**src/rtl/sdram_req_scheduler_pkg.sv**
```systemverilog
// sdram_req_scheduler_pkg: shared state encoding, request layout and widths for the SDRAM host front end
package sdram_req_scheduler_pkg;
  localparam int HADDR_W = 24;
  localparam int DATA_W  = 16;
  typedef enum logic [1:0] {S_IDLE, S_ISSUE, S_ACTIVE} state_t;
  typedef struct packed {
    logic              we;
    logic [HADDR_W-1:0] addr;
    logic [DATA_W-1:0]  wdata;
  } req_t;
endpackage

```
**src/rtl/sdram_req_scheduler_fifo.sv**
```systemverilog
// sdram_req_fifo: in-order request FIFO with full/empty flags
// Ports: clk, rst_n (async active-low), i_push/i_data write side,
//        i_pop/o_data read side (o_data shows the head), o_full, o_empty.
module sdram_req_fifo #(
  parameter int W     = 41,
  parameter int DEPTH = 4
) (
  input  logic         clk,
  input  logic         rst_n,
  input  logic         i_push,
  input  logic         i_pop,
  input  logic [W-1:0] i_data,
  output logic [W-1:0] o_data,
  output logic         o_full,
  output logic         o_empty
);
  localparam int AW = $clog2(DEPTH);
  logic [W-1:0]  r_mem [DEPTH];
  logic [AW-1:0] r_wptr, r_rptr;
  logic [AW:0]   r_count;
  logic          w_push, w_pop;
  assign w_pop   = i_pop & ~o_empty;
  // a pop frees a slot in the same cycle, so a full FIFO may still take a push
  assign w_push  = i_push & (~o_full | w_pop);
  assign o_full  = r_count == (AW+1)'(DEPTH);
  assign o_empty = r_count == '0;
  assign o_data  = r_mem[r_rptr];
  always_ff @(posedge clk or negedge rst_n)
    if (!rst_n) begin
      r_wptr  <= '0;
      r_rptr  <= '0;
      r_count <= '0;
    end else begin
      if (w_push) r_wptr <= r_wptr + AW'(1);
      if (w_pop)  r_rptr <= r_rptr + AW'(1);
      r_count <= r_count + (AW+1)'(w_push) - (AW+1)'(w_pop);
    end
  always_ff @(posedge clk)
    if (w_push) r_mem[r_wptr] <= i_data;
endmodule

```
**src/rtl/sdram_req_scheduler.sv**
```systemverilog
// sdram_req_scheduler: buffers host requests and issues them one at a time to the SDRAM controller
// Ports: clk, rst_n (async active-low);
//   host:  i_req_valid/o_req_ready/i_req_we/i_req_addr/i_req_wdata,
//          o_rsp_valid/o_rsp_rdata (read return), o_wr_done, o_timeout_err (sticky);
//   ctrl:  o_ctrl_wr_enable/o_ctrl_rd_enable/o_ctrl_wr_addr/o_ctrl_rd_addr/o_ctrl_wr_data,
//          i_ctrl_rd_data/i_ctrl_rd_ready/i_ctrl_busy.
module sdram_req_scheduler
  import sdram_req_scheduler_pkg::*;
#(
  parameter int HADDR_WIDTH   = HADDR_W,
  parameter int DATA_WIDTH    = DATA_W,
  parameter int FIFO_DEPTH    = 4,
  parameter int ISSUE_TIMEOUT = 64
) (
  input  logic                   clk,
  input  logic                   rst_n,
  input  logic                   i_req_valid,
  output logic                   o_req_ready,
  input  logic                   i_req_we,
  input  logic [HADDR_WIDTH-1:0] i_req_addr,
  input  logic [DATA_WIDTH-1:0]  i_req_wdata,
  output logic                   o_rsp_valid,
  output logic [DATA_WIDTH-1:0]  o_rsp_rdata,
  output logic                   o_wr_done,
  output logic                   o_timeout_err,
  output logic                   o_ctrl_wr_enable,
  output logic                   o_ctrl_rd_enable,
  output logic [HADDR_WIDTH-1:0] o_ctrl_wr_addr,
  output logic [HADDR_WIDTH-1:0] o_ctrl_rd_addr,
  output logic [DATA_WIDTH-1:0]  o_ctrl_wr_data,
  input  logic [DATA_WIDTH-1:0]  i_ctrl_rd_data,
  input  logic                   i_ctrl_rd_ready,
  input  logic                   i_ctrl_busy
);
  localparam int RW = 1 + HADDR_WIDTH + DATA_WIDTH;
  localparam int TW = $clog2(ISSUE_TIMEOUT + 1);
  state_t                 r_state, w_next;
  logic                   w_full, w_empty, w_pop, w_done, w_tmo, w_capture;
  logic [RW-1:0]          w_head;
  logic                   r_we, r_rd_seen, r_err;
  logic [HADDR_WIDTH-1:0] r_addr;
  logic [DATA_WIDTH-1:0]  r_wdata, r_rdata;
  logic [TW-1:0]          r_tcnt;
  sdram_req_fifo #(.W(RW), .DEPTH(FIFO_DEPTH)) u_fifo (
    .clk     (clk),
    .rst_n   (rst_n),
    .i_push  (i_req_valid & ~w_full),
    .i_pop   (w_pop),
    .i_data  ({i_req_we, i_req_addr, i_req_wdata}),
    .o_data  (w_head),
    .o_full  (w_full),
    .o_empty (w_empty)
  );
  always_ff @(posedge clk or negedge rst_n)
    if (!rst_n) r_state <= S_IDLE;
    else        r_state <= w_next;
  always_comb begin
    w_next = r_state;
    w_pop  = 1'b0;
    w_done = 1'b0;
    case (r_state)
      S_IDLE:   if (!w_empty && !i_ctrl_busy) begin
                  w_next = S_ISSUE;
                  w_pop  = 1'b1;
                end
      S_ISSUE:  w_next = i_ctrl_busy ? S_ACTIVE : S_ISSUE;
      S_ACTIVE: if (!i_ctrl_busy) begin
                  w_next = S_IDLE;
                  w_done = 1'b1;
                end
      default:  w_next = S_IDLE;
    endcase
  end
  // the counter saturates one short of the limit so the flag condition stays true while retrying
  assign w_tmo     = (r_state == S_ISSUE) && (r_tcnt == TW'(ISSUE_TIMEOUT - 1));
  // rd_ready can coincide with the first busy cycle, which is still seen in S_ISSUE
  assign w_capture = (r_state != S_IDLE) && !r_we && i_ctrl_rd_ready;
  always_ff @(posedge clk or negedge rst_n)
    if (!rst_n) begin
      r_we      <= 1'b0;
      r_addr    <= '0;
      r_wdata   <= '0;
      r_rdata   <= '0;
      r_rd_seen <= 1'b0;
      r_tcnt    <= '0;
      r_err     <= 1'b0;
    end else begin
      if (w_pop) begin
        {r_we, r_addr, r_wdata} <= w_head;
        r_rd_seen <= 1'b0;
        r_tcnt    <= '0;
      end else if (r_state == S_ISSUE && !w_tmo) r_tcnt <= r_tcnt + TW'(1);
      if (w_capture) begin
        r_rdata   <= i_ctrl_rd_data;
        r_rd_seen <= 1'b1;
      end
      if (w_tmo || (w_done && !r_we && !r_rd_seen)) r_err <= 1'b1;
    end
  // enables and pulses decode the async-reset state so they drop the moment rst_n falls
  assign o_ctrl_wr_enable = (r_state == S_ISSUE) && r_we;
  assign o_ctrl_rd_enable = (r_state == S_ISSUE) && !r_we;
  assign o_ctrl_wr_addr   = r_addr;
  assign o_ctrl_rd_addr   = r_addr;
  assign o_ctrl_wr_data   = r_wdata;
  assign o_req_ready      = ~w_full;
  assign o_rsp_valid      = w_done && !r_we && r_rd_seen;
  assign o_rsp_rdata      = r_rdata;
  assign o_wr_done        = w_done && r_we;
  assign o_timeout_err    = r_err;
endmodule

```
**config.mk**
```make
export PLATFORM = sky130hd
export DESIGN_NAME = sdram_req_scheduler
export DESIGN_NICKNAME = d
export VERILOG_FILES = /design/src/rtl/sdram_req_scheduler_pkg.sv /design/src/rtl/sdram_req_scheduler_fifo.sv /design/src/rtl/sdram_req_scheduler.sv
export SDC_FILE = /design/constraint.sdc
export NUM_CORES = 1
export LEC_CHECK = 0
export CORE_ASPECT_RATIO = 0.7
export CORE_UTILIZATION = 57
export CTS_CLUSTER_SIZE = 14
export DETAILED_ROUTE_END_ITERATION = 10
export HOLD_SLACK_MARGIN = 0.15
export PLACE_DENSITY_LB_ADDON = 0.1
export SKIP_LAST_GASP = 1
export SLEW_MARGIN = 20
export SYNTH_ARGS = -nofsm -noshare
export SYNTH_HDL_FRONTEND = slang
export SYNTH_SLANG_ARGS = --single-unit
```
**constraint.sdc**
```tcl
create_clock -name clk -period 5.4 [get_ports clk]
set_input_delay 1.62 -clock clk [delete_from_list [all_inputs] [get_ports clk]]
set_output_delay 1.62 -clock clk [all_outputs]
set_load 0.005 [all_outputs]
```
==> impl_results.rst, run 1 <==
.. list-table::
   :header-rows: 1

   * - Metric
     - Value
   * - Status
     - completed
   * - Maximum clock frequency
     - roughly 200 MHz
   * - Fraction of the yosys area taken by sequential cells
     - between 70% and 80%
   * - Global routing usage on met3
     - under 10%
   * - Final setup vio count
     - 0
   * - Total clock buffers created by CTS
     - 22
   * - GR Util All Layers
     - 21.08%
   * - Hold buffer count at cts
     - 0
   * - Count of state elements after synthesis
     - 239
   * - Async SR Flop Fraction
     - between 30% and 40%
   * - Placeable Area
     - 15600 um2
   * - Port Buffer Count
     - 147
   * - Most common cell after layout, fill and taps aside
     - sky130_fd_sc_hd__edfxtp_1
   * - DRC viols
     - 0
   * - Measured slew at the worst slew-check pin
     - around 1100 ps
   * - Most frequent cell on the critical path
     - sky130_fd_sc_hd__clkdlybuf4s50_1
   * - Cells traversed along the worst timing path
     - clkdlybuf4s50_1 -> or3_1 -> nor3b_1 -> clkdlybuf4s50_1
   * - Sequential cell area in the final layout
     - around 7000 um2
   * - Most crowded layer after global routing
     - met2
   * - Relative slew margins
     - 24.03%
   * - # nets final
     - between 700 and 800
   * - Setup slack at placement
     - around 540 ps
   * - Final period demand of the worst path
     - 4886 ps
   * - EDFF count, synth
     - between 150 and 200
   * - Commonest cells after routing, fill and taps aside
     - sky130_fd_sc_hd__edfxtp_1 (164), sky130_fd_sc_hd__clkdlybuf4s50_1 (146), sky130_fd_sc_hd__nand2_1 (127)
   * - Synthesized netlist net count
     - ~600
   * - Maximum number of buffers from clock root to sink
     - 3
   * - Data arrival time at the worst-slack endpoint
     - 3270 ps
   * - Row count
     - 38
   * - Final Max Slew Viols
     - 0
   * - Number of antenna violations at the first check in global routing
     - 0
   * - Number of nets with antenna violations after routing
     - 0
   * - Number of top-level pins
     - roughly 150
   * - Final Non-Filler Cells
     - just under 900
   * - Clock insertion delay at the later pin of the skew report
     - 500 ps
   * - Clock tree from TritonCTS
     - done
   * - Clock sinks
     - between 200 and 250
   * - Post-route standard cell area excluding fillers
     - approximately 11000 um2
   * - Final period utilization
     - slightly above 90%
   * - CTS clk-pin slew, worst paths
     - approximately 70 ps
   * - DP HPWL
     - roughly 9800 um
   * - Maximum VDD drop
     - just over 0.3 mV
   * - Worst path max stage delay
     - 530 ps
   * - Met2 usage in global routing
     - around 36%
   * - Effective utilization at floorplan
     - around three fifths
   * - Netlist area before placement
     - 9165 um2
   * - Sum of overflow across all layers after global routing
     - 0
   * - Final Wtd Congestion
     - ~0.72
   * - Total die area
     - around 17000 um2
   * - Post-placement cell area
     - 10640 um2
   * - CP Class
     - in -> out
   * - Wire length of the first global-routing pass
     - 26430 um
   * - Number of hold violations in the final report
     - 0
   * - Unrepaired setup endpoints after global routing
     - false
   * - Final sum of negative setup slack
     - 0 ps
   * - Worst setup margin
     - slightly above 500 ps
   * - Hold/Removal Path Class
     - reg -> reg
   * - Max cap viols
     - 0
   * - Vias after detailed routing
     - between 4000 and 5000
   * - Number of iterations in the first detailed-routing pass
     - 4
   * - Number of global-route vias before repair
     - just under 5000
   * - Buffers inserted during post-CTS setup optimization
     - 0
   * - Area growth syn-to-layout
     - 23.39%
   * - Die Ht
     - 108.1 um
   * - Critical Path Slowest Stage Cell
     - sky130_fd_sc_hd__clkdlybuf4s50_1
   * - Fraction of layout cells with a size suffix above 1
     - around 14%
   * - Leak Pwr
     - between 4 and 5 nW
   * - Number of standard cells after synthesis
     - 536
   * - Final clock skew
     - approximately 8.0 ps
   * - Synth Warn #
     - 0
   * - Footprint of the multi-input gates
     - ~2000 um2
   * - Crit start category
     - input port
   * - Filler Cell Count
     - between 900 and 1000
   * - DRC marker count from the first detailed-route iteration
     - about 360
   * - CP Capture Type
     - output pin
   * - Met1 track utilization from global routing
     - 29.00%
   * - Number of gates resized after CTS
     - 0
   * - Synth cell types
     - 35
   * - Critical path required time
     - ~3800 ps
   * - CTS Root Buffer Type
     - sky130_fd_sc_hd__clkbuf_16
   * - Most common flop cell mapped by yosys
     - sky130_fd_sc_hd__edfxtp_1
   * - Antenna diodes
     - 0
   * - DRT Wirelength
     - 16700 um
   * - Chip width
     - roughly 150 um
   * - CP Max Fanout
     - 4
   * - Placed cells
     - about 840
   * - PwrDens
     - 547.9 nW/um2
   * - Via density per instance
     - roughly 5.5
   * - Final Power
     - 0.006196 W
   * - Setup slack of the worst register-to-register path
     - between 3000 and 4000 ps
   * - Maximum number of pins on one net before global-route repair
     - 76
   * - Max H-tree Level
     - 1
   * - Post-Synthesis Mean Instance Area
     - between 15 and 20 um2
   * - DR WL/cell
     - between 15 and 20 um
## metal layers
layer | routed length [um] | share of wire [%]
met1 | 7463 | 45
met3 | 893 | 5.3
met5 | 0 | 0
met4 | 275 | 1.6
met2 | 8071 | 48
## path summary, 6_finish.rpt
| check | start | end | cells past startpoint |
|---|---|---|---|
| setup / recovery | i_ctrl_busy | o_rsp_valid | 4 |
| hold / removal | o_timeout_err$_DFFE_PN0P_ | o_timeout_err$_DFFE_PN0P_ | 1 |
| setup reg to reg | u_fifo.r_count[1]$_DFF_PN0_ | u_fifo.r_count[2]$_DFF_PN0_ | 6 |
| hold reg to reg | o_timeout_err$_DFFE_PN0P_ | o_timeout_err$_DFFE_PN0P_ | 1 |
| max in group asynchronous | rst_n | u_fifo.r_rptr[0]$_DFFE_PN0P_ | 1 |
| min in group asynchronous | rst_n | o_ctrl_rd_addr[21]$_DFFE_PN0N_ | 1 |
## per-stage QoR
| step | hold WS [ps] | utilization (%) |
|---|---|---|
| final | 474.2 | 72.51 |
| after global routing | 490.8 | 72.51 |
| after detailed placement | 461.2 | 68.22 |
| after floorplan | 452.6 | - |
| after global placement | 457.0 | 68.22 |
| after CTS | 479.8 | 72.44 |
## cells by family (layout without fill, tap and decap cells)
kind of cell / Yosys count / count (layout) / synth area share [%]
AOI/OAI and AO/OA: 16 / 16 / 1.338
and+or+nand+nor: 156 / 156 / 6.949
buffers and inverters: 54 / 201 / 3.713
xor gates and xnor gates: 5 / 5 / 0.4778
adders and majority gates: 7 / 7 / 1.038
muxes: 59 / 59 / 12.27
DFF: 239 / 239 / 74.21
## cell type report
class                   instances  share of cell area [%]
clock inverters                 8                  0.3098
clock buffers                  32                   5.510
multi-input cells             243                   18.09
inverters                       8                  0.2655
repair buffers                153                   13.42
well taps                     200                   2.213
flip-flops and latches        239                   60.19
## critical path: cells and delay by family
kind / cells / cell delay (ps)
AND/OR/NAND/NOR: 2 / 640
buffers and inverters: 2 / 1010
## registers in the layout, indices dropped and copies added (netlist names)
register / cells
u_fifo.r_wptr: 2
o_timeout_err: 1
u_fifo.r_mem: 164
r_rd_seen: 1
u_fifo.r_count: 3
r_state: 2
o_ctrl_wr_data: 16
u_fifo.r_rptr: 2
r_tcnt: 7
o_ctrl_rd_addr: 24
o_rsp_rdata: 16
r_we: 1
## report_power, final
| group | leakage (nW) | switching [W] | internal [W] | total [W] |
|---|---|---|---|---|
| registers | 2.42 | 0.000418 | 0.00251 | 0.00293 |
| logic | 1.48 | 0.000746 | 0.00110 | 0.00184 |
| clock network | 0.325 | 0.000620 | 0.000800 | 0.00142 |
| total | 4.22 | 0.00178 | 0.00441 | 0.00620 |
## synthesized netlist by cell type, types with 3 or more instances
library cell | number | area, um2
sky130_fd_sc_hd__o21ai_0 | 3 | 15.01
sky130_fd_sc_hd__buf_2 | 11 | 55.05
sky130_fd_sc_hd__mux2_2 | 8 | 90.09
sky130_fd_sc_hd__buf_4 | 25 | 187.7
sky130_fd_sc_hd__or3_1 | 4 | 25.02
sky130_fd_sc_hd__dfrtp_1 | 75 | 1877
sky130_fd_sc_hd__inv_1 | 8 | 30.03
sky130_fd_sc_hd__nor2_1 | 7 | 26.28
sky130_fd_sc_hd__clkbuf_1 | 6 | 22.52
sky130_fd_sc_hd__xnor2_1 | 5 | 43.79
sky130_fd_sc_hd__edfxtp_1 | 164 | 4925
sky130_fd_sc_hd__mux2_1 | 9 | 101.4
sky130_fd_sc_hd__ha_1 | 6 | 75.07
sky130_fd_sc_hd__and3_1 | 5 | 31.28
sky130_fd_sc_hd__nand3_1 | 6 | 30.03
sky130_fd_sc_hd__buf_6 | 4 | 45.04
sky130_fd_sc_hd__mux4_2 | 41 | 923.4
sky130_fd_sc_hd__nand2_1 | 127 | 476.7
sky130_fd_sc_hd__o211ai_1 | 3 | 22.52
(Power assumes the default switching activity.)
==> inputs of run 2 (changes only) <==
--- a/config.mk
+++ b/config.mk
@@ -7,7 +7,6 @@
 export LEC_CHECK = 0
 export CORE_ASPECT_RATIO = 0.7
 export CORE_UTILIZATION = 57
-export CTS_CLUSTER_SIZE = 14
 export DETAILED_ROUTE_END_ITERATION = 10
 export HOLD_SLACK_MARGIN = 0.15
 export PLACE_DENSITY_LB_ADDON = 0.1
==> run 2 against run 1 <==
Worst hold slack gained 0.60 ps. Fmax hardly changed. Via count increased by 0.39%. Register-to-register slack about the same. Routed wire length decreased by 0.51%. Largest cell class unchanged. Largest power group unchanged. Die area unchanged. Clock-buffer cell count did not move.
==> impl_results.rst, run 2 (synthesis gave the netlist of run 1 again) <==
.. list-table::
   :header-rows: 1

   * - Metric
     - Value
   * - Number of antenna violations at the first check in global routing
     - 0
   * - Final Power
     - around 0.0062 W
   * - Most frequent cell on the critical path
     - sky130_fd_sc_hd__clkdlybuf4s50_1
   * - Final Wtd Congestion
     - between 0.7 and 0.8
   * - Final setup vio count
     - 0
   * - Cells traversed along the worst timing path
     - clkdlybuf4s50_1 -> or3_1 -> nor3b_1 -> clkdlybuf4s50_1
   * - Placeable Area
     - roughly 16000 um2
   * - PwrDens
     - around 550 nW/um2
   * - Post-route worst hold slack
     - ~470 ps
   * - Data arrival time at the worst-slack endpoint
     - 3270 ps
   * - Total die area
     - about 17000 um2
   * - Number of nets with antenna violations after routing
     - 0
   * - Maximum number of buffers from clock root to sink
     - 3
   * - Met2 usage in global routing
     - between 30% and 40%
   * - DP HPWL
     - 9774 um
   * - Filler Cell Count
     - 987
   * - DRT Wirelength
     - between 15000 and 20000 um
   * - Footprint of the multi-input gates
     - a little over 2000 um2
   * - Most crowded layer after global routing
     - met2
   * - Die Ht
     - between 100 and 150 um
   * - DR WL/cell
     - between 15 and 20 um
   * - Met1 track utilization from global routing
     - between 20 and 30%
   * - Worst path max stage delay
     - about 530 ps
   * - Buffers inserted during post-CTS setup optimization
     - 0
   * - Global routing usage on met3
     - 4.248%
   * - Sequential cell area in the final layout
     - ~6800 um2
   * - CP bufs+invs
     - 2
   * - Number of global-route vias before repair
     - 4962
   * - Flip-flop count of the largest register after layout
     - 164
   * - Via density per instance
     - ~5.5
   * - Number of top-level pins
     - roughly 150
   * - CP Capture Type
     - output pin
   * - Commonest cells after routing, fill and taps aside
     - sky130_fd_sc_hd__edfxtp_1 (164), sky130_fd_sc_hd__clkdlybuf4s50_1 (146), sky130_fd_sc_hd__nand2_1 (127)
   * - Max H-tree Level
     - 1
   * - CP Max Fanout
     - 4
   * - Maximum VDD drop
     - around 0.31 mV
   * - Most common cell after layout, fill and taps aside
     - sky130_fd_sc_hd__edfxtp_1
   * - Critical path required time
     - around 3800 ps
   * - Row count
     - 38
   * - Number of hold violations in the final report
     - 0
   * - Number of iterations in the first detailed-routing pass
     - 4
   * - Final Max Slew Viols
     - 0
   * - Final clock skew
     - ~9.3 ps
   * - Leak Pwr
     - ~4.2 nW
   * - Sum of overflow across all layers after global routing
     - 0
   * - Total clock buffers created by CTS
     - 22
   * - Max cap viols
     - 0
   * - Crit start category
     - input port
   * - CTS Root Buffer Type
     - sky130_fd_sc_hd__clkbuf_16
   * - Delay-heaviest family, CP
     - buffers and inverters
   * - Number of gates resized after CTS
     - 0
   * - Wire length of the first global-routing pass
     - about 26000 um
   * - DRC viols
     - 0
   * - CP Class
     - in -> out
   * - Vias after detailed routing
     - approximately 4800
   * - Maximum clock frequency
     - just over 200 MHz
   * - Critical Path Slowest Stage Cell
     - sky130_fd_sc_hd__clkdlybuf4s50_1
   * - Chip width
     - ~150 um
   * - Biggest register
     - u_fifo.r_mem
   * - # nets final
     - ~740
   * - Fraction of layout cells with a size suffix above 1
     - approximately 14%
   * - Area growth syn-to-layout
     - 23.39%
   * - Antenna diodes
     - 0
   * - Final period utilization
     - approximately nine tenths
   * - Measured slew at the worst slew-check pin
     - between 1000 and 1500 ps
   * - CTS clk-pin slew, worst paths
     - roughly 70 ps
   * - Relative slew margins
     - about 25%
   * - Maximum number of pins on one net before global-route repair
     - 76
   * - Clock insertion delay at the later pin of the skew report
     - about 500 ps
   * - Clock tree from TritonCTS
     - done
   * - Hold buffer count at cts
     - 0
   * - Status
     - completed
   * - Effective utilization at floorplan
     - 58.77%
   * - Port Buffer Count
     - 147
   * - Final sum of negative setup slack
     - 0 ps
   * - DRC marker count from the first detailed-route iteration
     - roughly 340
   * - Final period demand of the worst path
     - about 5000 ps
   * - Hold/Removal Path Class
     - reg -> reg
   * - Unrepaired setup endpoints after global routing
     - false
   * - Clock sinks
     - 239
   * - GR Util All Layers
     - 21.00%
## run 2: cell counts in the layout (fill, tap and decap cells not counted)
No cell type changed its count.
## run 2: layout make-up
class	instances	share of cell area (%)
clock inverter	8	0.3098
timing repair buffer	153	13.42
tap	200	2.213
clock buffer	32	5.510
inverter	8	0.2655
sequential	239	60.19
multi-input combinational	243	18.09
## run 2: final timing paths
| check | cells after the start | slack [ps] | endpoint | from |
|---|---|---|---|---|
| min | 1 | 470 | o_timeout_err$_DFFE_PN0P_ | o_timeout_err$_DFFE_PN0P_ |
| min in group asynchronous | 1 | 1160 | o_ctrl_rd_addr[21]$_DFFE_PN0N_ | rst_n |
| max reg2reg | 6 | 3120 | u_fifo.r_count[2]$_DFF_PN0_ | u_fifo.r_count[1]$_DFF_PN0_ |
| max | 4 | 510 | o_rsp_valid | i_ctrl_busy |
| max in group asynchronous | 1 | 3680 | u_fifo.r_rptr[0]$_DFFE_PN0P_ | rst_n |
| min reg2reg | 1 | 470 | o_timeout_err$_DFFE_PN0P_ | o_timeout_err$_DFFE_PN0P_ |
## run 2: metal layers
layer  vias to the layer above  share of wire [%]
met3                        18                5.3
li1                       2218                  -
met1                      2467                 44
met4                         0                1.4
met5                         -                  0
met2                       145                 49
## run 2: per-stage QoR
stage / instance area [um2] / cells / utilization, % / setup WS, ps
3_5_place_dp: 10640 / 843 / 68.22 / 539.7
2_1_floorplan: 9165 / 536 / - / 1527
4_1_cts: 11300 / 883 / 72.44 / 526.1
3_3_place_gp: 10640 / 843 / 68.22 / 517.3
6_report: 11310 / 883 / 72.51 / 513.6
5_1_grt: 11310 / 883 / 72.51 / 418.0
## run 2: where the power goes
group	switching (W)	internal, W
Combinational	0.000746	0.00110
Sequential	0.000416	0.00251
Clock	0.000618	0.000800
Total	0.00178	0.00441
